**config.mk**
```make
export PLATFORM = sky130hd
export DESIGN_NAME = mc_controller_fsm_v2
export DESIGN_NICKNAME = d
export VERILOG_FILES = /design/src/rtl/mc_controller_fsm_v2_pkg.sv /design/src/rtl/mc_controller_fsm_v2_wait_timer.sv /design/src/rtl/mc_controller_fsm_v2.sv
export SDC_FILE = /design/constraint.sdc
export NUM_CORES = 1
export LEC_CHECK = 0
export BUFFER_PORTS_ARGS = -buffer_cell sky130_fd_sc_hd__buf_4
export CAP_MARGIN = 20
export CORE_UTILIZATION = 47
export CTS_BUF_LIST = sky130_fd_sc_hd__clkbuf_8
export DETAILED_ROUTE_END_ITERATION = 10
export GPL_TIMING_DRIVEN = 0
export PLACE_DENSITY = 0.95
export SLEW_MARGIN = 20
export SYNTH_ARGS = -nofsm -noshare
export SYNTH_HDL_FRONTEND = slang
export SYNTH_HIERARCHICAL = 1
export SYNTH_SLANG_ARGS = --single-unit
```
**constraint.sdc**
```tcl
create_clock -name clk -period 3.4 [get_ports clk]
set_input_delay 0.34 -clock clk [delete_from_list [all_inputs] [get_ports clk]]
set_output_delay 0.34 -clock clk [all_outputs]
set_load 0.05 [all_outputs]
```
**src/rtl/mc_controller_fsm_v2_pkg.sv**
```systemverilog
// mc_controller_fsm_v2_pkg
// Shared definitions for the multi-cycle RV32I main controller:
//   - statetype: 4-bit FSM state encoding (15 states, one code unused)
//   - opcodetype constants for the nine supported opcodes
//   - trap cause codes
//   - datapath mux select encodings (ALUSrcA, ALUSrcB, ResultSrc) and aluOP classes
package mc_controller_fsm_v2_pkg;

  typedef enum logic [3:0] {
    S_FETCH    = 4'd0,
    S_DECODE   = 4'd1,
    S_MEMADR   = 4'd2,
    S_MEMREAD  = 4'd3,
    S_MEMWRITE = 4'd4,
    S_EXECUTER = 4'd5,
    S_EXECUTEI = 4'd6,
    S_JALR_ADR = 4'd7,
    S_JAL      = 4'd8,
    S_AUIPC    = 4'd9,
    S_LUI      = 4'd10,
    S_BEQ      = 4'd11,
    S_ALUWB    = 4'd12,
    S_MEMWB    = 4'd13,
    S_TRAP     = 4'd14
  } statetype;

  typedef logic [6:0] opcodetype;

  localparam opcodetype OPC_LW    = 7'b0000011;
  localparam opcodetype OPC_SW    = 7'b0100011;
  localparam opcodetype OPC_RTYPE = 7'b0110011;
  localparam opcodetype OPC_ITYPE = 7'b0010011;
  localparam opcodetype OPC_JAL   = 7'b1101111;
  localparam opcodetype OPC_JALR  = 7'b1100111;
  localparam opcodetype OPC_BEQ   = 7'b1100011;
  localparam opcodetype OPC_LUI   = 7'b0110111;
  localparam opcodetype OPC_AUIPC = 7'b0010111;

  localparam logic [1:0] TRAP_NONE    = 2'b00;
  localparam logic [1:0] TRAP_ILLEGAL = 2'b01;
  localparam logic [1:0] TRAP_BUS_TMO = 2'b10;

  localparam logic [1:0] ALUSRCA_PC    = 2'b00;
  localparam logic [1:0] ALUSRCA_OLDPC = 2'b01;
  localparam logic [1:0] ALUSRCA_RD1   = 2'b10;

  localparam logic [1:0] ALUSRCB_RD2  = 2'b00;
  localparam logic [1:0] ALUSRCB_IMM  = 2'b01;
  localparam logic [1:0] ALUSRCB_FOUR = 2'b10;

  localparam logic [1:0] RESULTSRC_ALUOUT = 2'b00;
  localparam logic [1:0] RESULTSRC_DATA   = 2'b01;
  localparam logic [1:0] RESULTSRC_ALURES = 2'b10;

  localparam logic [1:0] ALUOP_ADD   = 2'b00;
  localparam logic [1:0] ALUOP_SUB   = 2'b01;
  localparam logic [1:0] ALUOP_FUNCT = 2'b10;
  localparam logic [1:0] ALUOP_LUI   = 2'b11;

  // States that hold a memory request open until mem_ready.
  function automatic logic is_mem_state(statetype s);
    return (s == S_FETCH) || (s == S_MEMREAD) || (s == S_MEMWRITE);
  endfunction

endpackage

```
**src/rtl/mc_controller_fsm_v2_wait_timer.sv**
```systemverilog
// mc_wait_timer
// Counts consecutive cycles in which a memory request is open but not yet
// answered, and flags a bus timeout on the last allowed wait cycle.
// Ports:
//   clk, reset (async, active-low)
//   active    : a memory request is open this cycle
//   mem_ready : memory completes the access this cycle
//   timeout   : waiting any longer would exceed MEM_TIMEOUT cycles
// MEM_TIMEOUT = 0 disables the timeout.
module mc_wait_timer
  import mc_controller_fsm_v2_pkg::*;
#(
  parameter int TMO_W       = 4,
  parameter int MEM_TIMEOUT = 15
) (
  input  logic clk,
  input  logic reset,
  input  logic active,
  input  logic mem_ready,
  output logic timeout
);

  localparam logic [TMO_W-1:0] LIMIT = TMO_W'(MEM_TIMEOUT - 1);

  logic [TMO_W-1:0] count;
  logic             waiting;

  assign waiting = active && !mem_ready;

  // A ready on the limit cycle masks the timeout so the access completes.
  generate
    if (MEM_TIMEOUT != 0) begin : g_tmo
      assign timeout = waiting && (count == LIMIT);
    end else begin : g_no_tmo
      assign timeout = 1'b0;
    end
  endgenerate

  // The FSM leaves the wait state on ready or on timeout, so both clear the count.
  always_ff @(posedge clk or negedge reset) begin
    if (!reset) begin
      count <= '0;
    end else if (waiting && !timeout) begin
      count <= count + TMO_W'(1);
    end else begin
      count <= '0;
    end
  end

endmodule

```
**src/rtl/mc_controller_fsm_v2.sv**
```systemverilog
// mc_controller_fsm_v2
// Main controller FSM for the multi-cycle RV32I core with a memory
// request/ready handshake, bus timeout, JALR/AUIPC sequencing and a sticky
// trap state.
// Ports:
//   clk, reset (async, active-low), op (opcode), mem_ready, trap_clear
//   ALUSrcA/ALUSrcB/ResultSrc : datapath mux selects
//   AdrSrc/IRWrite/RegWrite/MemWrite/Branch/PCUpdate : datapath enables
//   aluOP : ALU decoder class; mem_req : memory request
//   trap/trap_cause : trap state and its cause
//   cycle_cnt/instret_cnt : performance counters
// Build option: define CTRL_PERF_CNT_EN to implement the performance
// counters; otherwise both counter outputs are tied to zero.
module mc_controller_fsm_v2
  import mc_controller_fsm_v2_pkg::*;
#(
  parameter int OP_W        = 7,
  parameter int ALUOP_W     = 2,
  parameter int TMO_W       = 4,
  parameter int MEM_TIMEOUT = 15,
  parameter int CNT_W       = 32
) (
  input  logic               clk,
  input  logic               reset,
  input  logic [OP_W-1:0]    op,
  input  logic               mem_ready,
  input  logic               trap_clear,
  output logic [1:0]         ALUSrcA,
  output logic [1:0]         ALUSrcB,
  output logic [1:0]         ResultSrc,
  output logic               AdrSrc,
  output logic               IRWrite,
  output logic               RegWrite,
  output logic               MemWrite,
  output logic               Branch,
  output logic               PCUpdate,
  output logic [ALUOP_W-1:0] aluOP,
  output logic               mem_req,
  output logic               trap,
  output logic [1:0]         trap_cause,
  output logic [CNT_W-1:0]   cycle_cnt,
  output logic [CNT_W-1:0]   instret_cnt
);

  statetype   state;
  statetype   state_next;
  logic [1:0] cause_next;
  logic       timeout;

  mc_wait_timer #(
    .TMO_W       (TMO_W),
    .MEM_TIMEOUT (MEM_TIMEOUT)
  ) u_wait_timer (
    .clk       (clk),
    .reset     (reset),
    .active    (mem_req),
    .mem_ready (mem_ready),
    .timeout   (timeout)
  );

  // Next state; mem_ready is tested before timeout so a late ready wins.
  always_comb begin
    state_next = state;
    cause_next = trap_cause;
    case (state)
      S_FETCH: begin
        if (mem_ready) begin
          state_next = S_DECODE;
        end else if (timeout) begin
          state_next = S_TRAP;
          cause_next = TRAP_BUS_TMO;
        end
      end
      S_DECODE: begin
        case (op)
          OP_W'(OPC_LW), OP_W'(OPC_SW): state_next = S_MEMADR;
          OP_W'(OPC_RTYPE):             state_next = S_EXECUTER;
          OP_W'(OPC_ITYPE):             state_next = S_EXECUTEI;
          OP_W'(OPC_JAL):               state_next = S_JAL;
          OP_W'(OPC_JALR):              state_next = S_JALR_ADR;
          OP_W'(OPC_BEQ):               state_next = S_BEQ;
          OP_W'(OPC_LUI):               state_next = S_LUI;
          OP_W'(OPC_AUIPC):             state_next = S_AUIPC;
          default: begin
            state_next = S_TRAP;
            cause_next = TRAP_ILLEGAL;
          end
        endcase
      end
      S_MEMADR:   state_next = (op == OP_W'(OPC_LW)) ? S_MEMREAD : S_MEMWRITE;
      S_MEMREAD: begin
        if (mem_ready) begin
          state_next = S_MEMWB;
        end else if (timeout) begin
          state_next = S_TRAP;
          cause_next = TRAP_BUS_TMO;
        end
      end
      S_MEMWRITE: begin
        if (mem_ready) begin
          state_next = S_FETCH;
        end else if (timeout) begin
          state_next = S_TRAP;
          cause_next = TRAP_BUS_TMO;
        end
      end
      S_JALR_ADR: state_next = S_JAL;
      S_EXECUTER, S_EXECUTEI, S_JAL, S_LUI, S_AUIPC: state_next = S_ALUWB;
      S_BEQ, S_ALUWB, S_MEMWB: state_next = S_FETCH;
      S_TRAP: begin
        if (trap_clear) begin
          state_next = S_FETCH;
          cause_next = TRAP_NONE;
        end
      end
      default: state_next = S_FETCH;
    endcase
  end

  always_ff @(posedge clk or negedge reset) begin
    if (!reset) begin
      state      <= S_FETCH;
      trap_cause <= TRAP_NONE;
    end else begin
      state      <= state_next;
      trap_cause <= cause_next;
    end
  end

  // Moore output decode; only IRWrite/PCUpdate in S_FETCH look at mem_ready.
  always_comb begin
    ALUSrcA   = ALUSRCA_PC;
    ALUSrcB   = ALUSRCB_RD2;
    ResultSrc = RESULTSRC_ALUOUT;
    AdrSrc    = 1'b0;
    IRWrite   = 1'b0;
    RegWrite  = 1'b0;
    MemWrite  = 1'b0;
    Branch    = 1'b0;
    PCUpdate  = 1'b0;
    aluOP     = ALUOP_W'(ALUOP_ADD);
    mem_req   = is_mem_state(state);
    trap      = 1'b0;
    case (state)
      S_FETCH: begin
        ALUSrcB   = ALUSRCB_FOUR;
        ResultSrc = RESULTSRC_ALURES;
        IRWrite   = mem_ready;
        PCUpdate  = mem_ready;
      end
      S_DECODE: begin
        ALUSrcA = ALUSRCA_OLDPC;
        ALUSrcB = ALUSRCB_IMM;
      end
      S_MEMADR, S_JALR_ADR: begin
        ALUSrcA = ALUSRCA_RD1;
        ALUSrcB = ALUSRCB_IMM;
      end
      S_MEMREAD: AdrSrc = 1'b1;
      S_MEMWRITE: begin
        AdrSrc   = 1'b1;
        MemWrite = 1'b1;
      end
      S_EXECUTER: begin
        ALUSrcA = ALUSRCA_RD1;
        aluOP   = ALUOP_W'(ALUOP_FUNCT);
      end
      S_EXECUTEI: begin
        ALUSrcA = ALUSRCA_RD1;
        ALUSrcB = ALUSRCB_IMM;
        aluOP   = ALUOP_W'(ALUOP_FUNCT);
      end
      S_JAL: begin
        ALUSrcA  = ALUSRCA_OLDPC;
        ALUSrcB  = ALUSRCB_FOUR;
        PCUpdate = 1'b1;
      end
      S_AUIPC: begin
        ALUSrcA = ALUSRCA_OLDPC;
        ALUSrcB = ALUSRCB_IMM;
      end
      S_LUI: begin
        ALUSrcB = ALUSRCB_IMM;
        aluOP   = ALUOP_W'(ALUOP_LUI);
      end
      S_BEQ: begin
        ALUSrcA = ALUSRCA_RD1;
        aluOP   = ALUOP_W'(ALUOP_SUB);
        Branch  = 1'b1;
      end
      S_ALUWB: RegWrite = 1'b1;
      S_MEMWB: begin
        ResultSrc = RESULTSRC_DATA;
        RegWrite  = 1'b1;
      end
      S_TRAP: trap = 1'b1;
      default: ;
    endcase
  end

`ifdef CTRL_PERF_CNT_EN
  // An instruction retires when it hands control back to fetch; leaving
  // the trap state is not a retirement.
  logic retire;
  assign retire = (state == S_ALUWB) || (state == S_MEMWB) || (state == S_BEQ) ||
                  ((state == S_MEMWRITE) && mem_ready);

  always_ff @(posedge clk or negedge reset) begin
    if (!reset) begin
      cycle_cnt   <= '0;
      instret_cnt <= '0;
    end else begin
      cycle_cnt <= cycle_cnt + CNT_W'(1);
      if (retire) begin
        instret_cnt <= instret_cnt + CNT_W'(1);
      end
    end
  end
`else
  assign cycle_cnt   = '0;
  assign instret_cnt = '0;
`endif

endmodule

```
=== Yosys cells after proc, flatten, opt, wreduce, memory -nomap -nowiden ===
Cells that the tools add are included.

* Bits in registers: 10
* Input port bits: 11

* Add/subtract/negate cells: 1
* Eq/ne operators: 28
* Mux-type cells: 25
* Reduce and logical (&&, ||, !) cells: 21

{| class="wikitable"
|+ Operators by type and width
! kind !! number
|-
| $pmux 4 s8 || 2
|-
| $eq 4x4->1 const B || 8
|-
| $mux 4 || 6
|-
| $eq 7x6->1 const B || 3
|-
| $eq 7x7->1 const B || 3
|-
| $eq 4x3->1 const B || 4
|-
| $eq 7x5->1 const B || 2
|-
| $pmux 2 s2 || 3
|-
| $pmux 2 s3 || 2
|-
| $reduce_or 2->1 || 5
|-
| $reduce_or 5->1 || 2
|-
| $reduce_or 9->1 || 1
|-
| $eq 4x2->1 const B || 2
|-
| $mux 2 || 4
|-
| $eq 7x2->1 const B || 1
|-
| $mux 1 || 6
|-
| $ne 2x2->1 const B || 3
|-
| $reduce_or 3->1 || 2
|-
| $reduce_or 6->1 || 1
|-
| $reduce_and 5->1 || 1
|-
| $add 4x1->4 const B || 1
|-
| $eq 4x1->1 const B || 1
|-
| $logic_not 4->1 || 1
|-
| $logic_and 1x1->1 || 3
|-
| 6 further kinds || 8
|}

=== Logic depth before layout (Yosys ltp) ===
* Depth in word-level cells: 8
* Mapped depth: 9
* Depth with buffers taken out: 9

=== By module ===
Netlist, hierarchy kept.

{| class="wikitable"
|+ By module, submodules not included
! module !! times used !! cells each !! area each (um^2) !! seq. area each (um^2)
|-
| mc_controller_fsm_v2 || 1 || 176 || 1,237.4 || 150.1
|-
| mc_wait_timer || 1 || 17 || 186.4 || 100.1
|}

=== Worst setup path before layout ===
Ideal clock, no wire load.

* Path type: register to output
* Start point: register state[1]
* End point: output port PCUpdate
* Arrival: 2.009 ns
* Slack: 1.051 ns
* Stages on the path, launching flop included: 4
* Path buffers: 1
* Cells stage by stage: dfrtp_1 or2_2 buf_2 a211oi_1

* Word-level cells in the longest chain between the ends: 2
* Elaborated cells between the ends (all ways): 3
* Classes of those cells: eq/ne: 1; mux: 1; reduce/logical: 1

{| class="wikitable"
|+ RTL lines
! item !! line !! RTL
|-
| from (decl) || mc_controller_fsm_v2.sv:45 || <nowiki>statetype state;</nowiki>
|-
| from (signal assigned) || mc_controller_fsm_v2.sv:125 || <nowiki>state <= state_next;</nowiki>
|-
| $eq 4x4->1 / $logic_not 4->1 (equally long branches) || mc_controller_fsm_v2.sv:144 || <nowiki>case (state)</nowiki>
|-
| $pmux 1 s2 * || mc_controller_fsm_v2.sv:144 ||
|-
| to (decl) || mc_controller_fsm_v2.sv:36 || <nowiki>output logic PCUpdate,</nowiki>
|}

Mark *: on every way between the ends. The rest lies on a longest branch, timed or not.

=== Final worst setup path ===
* Start point: register state[2]
* End point: register trap_cause[0]

* Word-level cells in the longest chain between the ends: 7
* Elaborated cells between the ends (all ways): 17
* Classes of those cells: eq/ne: 8; mux: 1; reduce/logical: 8

{| class="wikitable"
|+ RTL lines
! item !! line !! RTL
|-
| $eq 4x2->1 / $logic_not 4->1 (equally long branches) || mc_controller_fsm_v2_pkg.sv:62 || <nowiki>return (s == S_FETCH) || (s == S_MEMREAD) || (s == S_MEMWRITE);</nowiki>
|-
| $logic_or 1x1->1 || mc_controller_fsm_v2_pkg.sv:62 ||
|-
| $logic_or 1x1->1 * || mc_controller_fsm_v2_pkg.sv:62 ||
|-
| $logic_and 1x1->1 * || mc_controller_fsm_v2_wait_timer.sv:28 || <nowiki>assign waiting = active && !mem_ready;</nowiki>
|-
| $logic_and 1x1->1 * || mc_controller_fsm_v2_wait_timer.sv:33 || <nowiki>assign timeout = waiting && (count == LIMIT);</nowiki>
|-
| net timeout || mc_controller_fsm_v2.sv:48 || <nowiki>logic timeout;</nowiki>
|-
| $ne 2x1->1 (no source line) * || - ||
|-
| $reduce_and 5->1 (no source line) * || - ||
|-
| to (signal assigned) || mc_controller_fsm_v2.sv:126 || <nowiki>trap_cause <= cause_next;</nowiki>
|-
| to (decl) || mc_controller_fsm_v2.sv:40 || <nowiki>output logic [1:0] trap_cause,</nowiki>
|}

The timed path passes the listed nets; every way through them passes the cells marked *.
A chain may end at the register's enable or synchronous reset.

==> run summary <==
Of the cells placed in the final design, the portion with a size suffix greater than 1 is 36.7%. The half-perimeter wire length after detailed placement came out at 2430 um. The die covers 0.00325 sq mm. Setup violations remaining at the end of the flow were counted as 0. Synthesis handed over a netlist of 193 instances. The number of buffers inserted by port buffering came out at 26. TritonCTS built the clock tree. Overall power of the completed layout: 1.41 mW.

The count of flip-flops with a built-in enable after synthesis works out to 0. For this configuration, the core starts out at a cell density of 50.8%. The combined buffer and inverter count along the critical path came out at 1.

The cell with the largest stage delay on the worst path was nor3b_1. Area share of the leading cell type in the synthesized netlist: 34.8%. For this run, the detailed router's first-pass iteration total came to 7. The mapped netlist covers 0.00142 sq mm. The logs give 1 for the H-tree depth reported by CTS and 39 for the count of cell types in the netlist.

The flow ran to the end, but the final reports show violations. The first-pass GRT wire length is 4340 um. The run gives 63.4% as the relative slew slack. The tools report the placeable core region as 0.00281 sq mm.

The tree is rooted in a clkbuf_8. The die is 57.0 um wide. In this run, CTS created clock tree buffers numbering 3.

The multi-input gate area in the final layout is 856 sq um, and the via count of the routed design is 1331. Once detail routing completed, the nets flagged for antenna violations numbered 0. The overall overflow remaining after global route came out at 0.

In the routed layout, each cell is associated on average with a via count of 4.20. The tree built by TritonCTS fans out to 10 sinks. The tools report the count of endpoints failing hold in the final timing report as 0. The slew at the pin closest to its max-slew limit was 548 ps. Timing would allow up to 0.426 GHz.

Counting flops with an async set or reset pin after synthesis yields a share of 100%. For the maximum number of pins on one net before global-route repair, the log shows 11. The final cycle utilization of the critical path is 69.0%, and the final routed wire length divided by cell count is 8.93 um. The path type of the worst setup path is reg -> reg. The final reports fail on DRC.

The critical-path maximum fanout came out at 8. For the count of cells resized by post-cts repair, the log shows 0. The number of fill cells in the layout was 240. Summing the areas of all fa, ha and maj instances in the mapped netlist gives 1.76% of the synthesized area. The post-route minimum period was 2350 ps. The share of the synthesized netlist area taken by xor and xnor gates was 1.23%. The most used standard cell by instance count after synthesis was buf_4.

Between clock sinks in the finished design, the worst skew comes to 1.98 ps. Traced cell by cell, the critical path runs through clkbuf_2, nor2_1, a22o_1, nor3b_1, nand2_1, a21oi_1, nand2_1, a22o_1. The antenna cell count was 0; the DRC violation count after routing was 10.

The detailed router's first-iteration violation count came out at 62. Net switching is 60.0% of the power. For this design the total switching power over the nets is 0.848 mW.

Summing all flip-flop and latch instances after layout gives 250 sq um. In this run the vertical extent of the chip is 57.0 um. The tools report the element type at the critical path end as a flop. For this run, the slowest stage of the critical path takes 510 ps. Summed over all instances, the cell type with the most area after synthesis is buf_4. Setup repair after global routing left no endpoint under its margin. The logs give 0 for the count of maximum capacitance violations and 2 for the maximum clock insertion buffer count. The tools report the launching element type of the critical path as a flop.

The sum of routed wire length over all layers was 2830 um; the number of top-level pins was 93. Dividing total power by cell area gives a power density of 725 mW/mm^2. STA puts the critical path data arrival time at 2460 ps. Averaged over all synthesized cells, the footprint is 7.38 sq um.

Most used flip-flop cell after synthesis: dfrtp_1. The worst-case IR drop observed on VDD is 0.344 mV. Net count reported at finish: 301. Final max-slew violation count: 0. The total number of yosys warnings was 6. The floorplan has 19 rows. In this run the static leakage power is 1.12 nW.

For this run, the total global-route usage over all layers was measured as 16.5%. The path class of the lowest-slack min-delay path is in -> reg. By count the netlist is led by 66 x buf_4, 22 x nor2_1, 12 x o21ai_0. The via count of the first global-routing pass was 1015; the number of buffers inserted for hold repair after clock tree synthesis was 1.

In this design, the largest share of critical-path delay is due to simple AND/OR/NAND/NOR gates. The tools report the sequential share of power as 12.4%. Cell internal power was estimated by the tool at 0.564 mW. For the final routed database, the setup TNS stands at 0 ps. Post-CTS timing repair inserted 0 buffers for setup.

The synthesized netlist devotes 23.1% of its cell area to simple gates. The run gives 79.3% as the combinational fraction of design power. The share of total power dissipated in the clock network is 8.2%. At the end of routability-driven placement, the weighted congestion stood at 0.847. Compared with the post-synthesis result, the final layout area differs by 36.6%. Yosys attributes the largest share of cell area to buf_4 35%, dfrtp_1 18%, nor2_1 5.8%. The clock reaches the later pin of the worst-skew pair after 230 ps.

The initial antenna violation count came out at 0. The sequential area share after synthesis is 17.6%. Summing the areas of all compound-gate instances in the mapped netlist gives 16.4% of the synthesized area. The number of synthesized register bits was 10. After synthesis, the share of cell area in mux cells is 0.703%. Required arrival time at the worst endpoint: 3510 ps. The clock transition at the registers of the reported paths was 40 ps. After synthesis, the largest family of logic cells by area is buffers and inverters.
==> state kept, by name, indices dropped and copies added, names as in the netlist <==
register            count
state                   4
trap_cause              2
u_wait_timer/count      4
==> cells by family (layout without fill, tap and decap cells) <==
kind of cell,after synthesis,in the layout
buffers and inverters,78,108
AND/OR/NAND/NOR,64,64
AO/OA/AOI/OAI,35,35
flip-flops,10,10
adder cells (fa/ha/maj),2,2
XOR/XNOR,2,2
other,1,64
multiplexers,1,1
==> power groups by stage <==
| stage | Combinational, mW | Clock (mW) | Sequential [mW] |
|---|---|---|---|
| finish | 1.12 | 0.116 | 0.176 |
| global route | 1.19 | 0.128 | 0.178 |
| CTS | 1.11 | 0.118 | 0.176 |
| detailed placement | 1.11 | 0 | 0.178 |
| global placement | 1.10 | 0 | 0.176 |
| floorplan | 0.875 | 0 | 0.182 |
==> final timing paths <==
path / startpoint / to / slack [ps] / cells after the start
min: op[3] / state[0]$_DFFE_PN0P_ / 450 / 4
max reg2reg: state[2]$_DFFE_PN0P_ / trap_cause[0]$_DFFE_PN0P_ / 1050 / 8
min in group asynchronous: reset / state[3]$_DFFE_PN0P_ / 490 / 2
min reg2reg: u_wait_timer/count[0]$_DFF_PN0_ / u_wait_timer/count[0]$_DFF_PN0_ / 490 / 1
max in group asynchronous: reset / trap_cause[0]$_DFFE_PN0P_ / 2780 / 2
max: state[2]$_DFFE_PN0P_ / trap_cause[0]$_DFFE_PN0P_ / 1050 / 8
==> metal layers <==
metal  GRT usage (%)  share of wire, %  vias to the layer above  wire length (um)
li1                -                 -                      703                 -
met1            20.3                40                      565              1140
met2            30.4                53                       63              1490
met3            2.04               7.1                        0               200
met4            4.53                 0                        0                 0
met5               0                 0                        -                 0
==> metrics by stage <==
step | hold slack (ps) | cell area, sq um | util, % | setup WS [ps] | instances
4_1_cts | 456 | 1950 | 69.4 | 1070 | 317
3_5_place_dp | 171 | 1890 | 67.5 | 1090 | 313
2_1_floorplan | 44.4 | 1660 | - | 1050 | 256
6_report | 453 | 1950 | 69.4 | 1050 | 317
5_1_grt | 466 | 1950 | 69.4 | 782 | 317
3_3_place_gp | 169 | 1890 | 67.5 | 1130 | 313
==> cell type report <==
type,count,area share [%]
flip-flops and latches,10,12.9
multi-input cells,168,44.0
inverters,6,1.16
clock buffers,3,2.12
repair buffers,27,10.5
plain buffers,72,27.3
well taps,31,1.99
==> layout by cell type (no fill, tap or decap), types with 4 or more instances in the layout <==
cell type,n
nor2b_1,4
nand2_1,10
conb_1,64
buf_2,4
o21ai_0,12
buf_4,92
nor3_1,4
a21oi_1,7
nor2_1,22
inv_1,6
dfrtp_1,10
nand3_1,6
==> worst register-to-register path, stage by stage, from the launching register on <==
cell      delay [ps]
dfrtp_1          360
clkbuf_2         160
nor2_1           330
a22o_1           310
nor3b_1          510
nand2_1          130
a21oi_1          180
nand2_1           70
a22o_1           180
No activity file was read; power rests on OpenSTA's default activity.
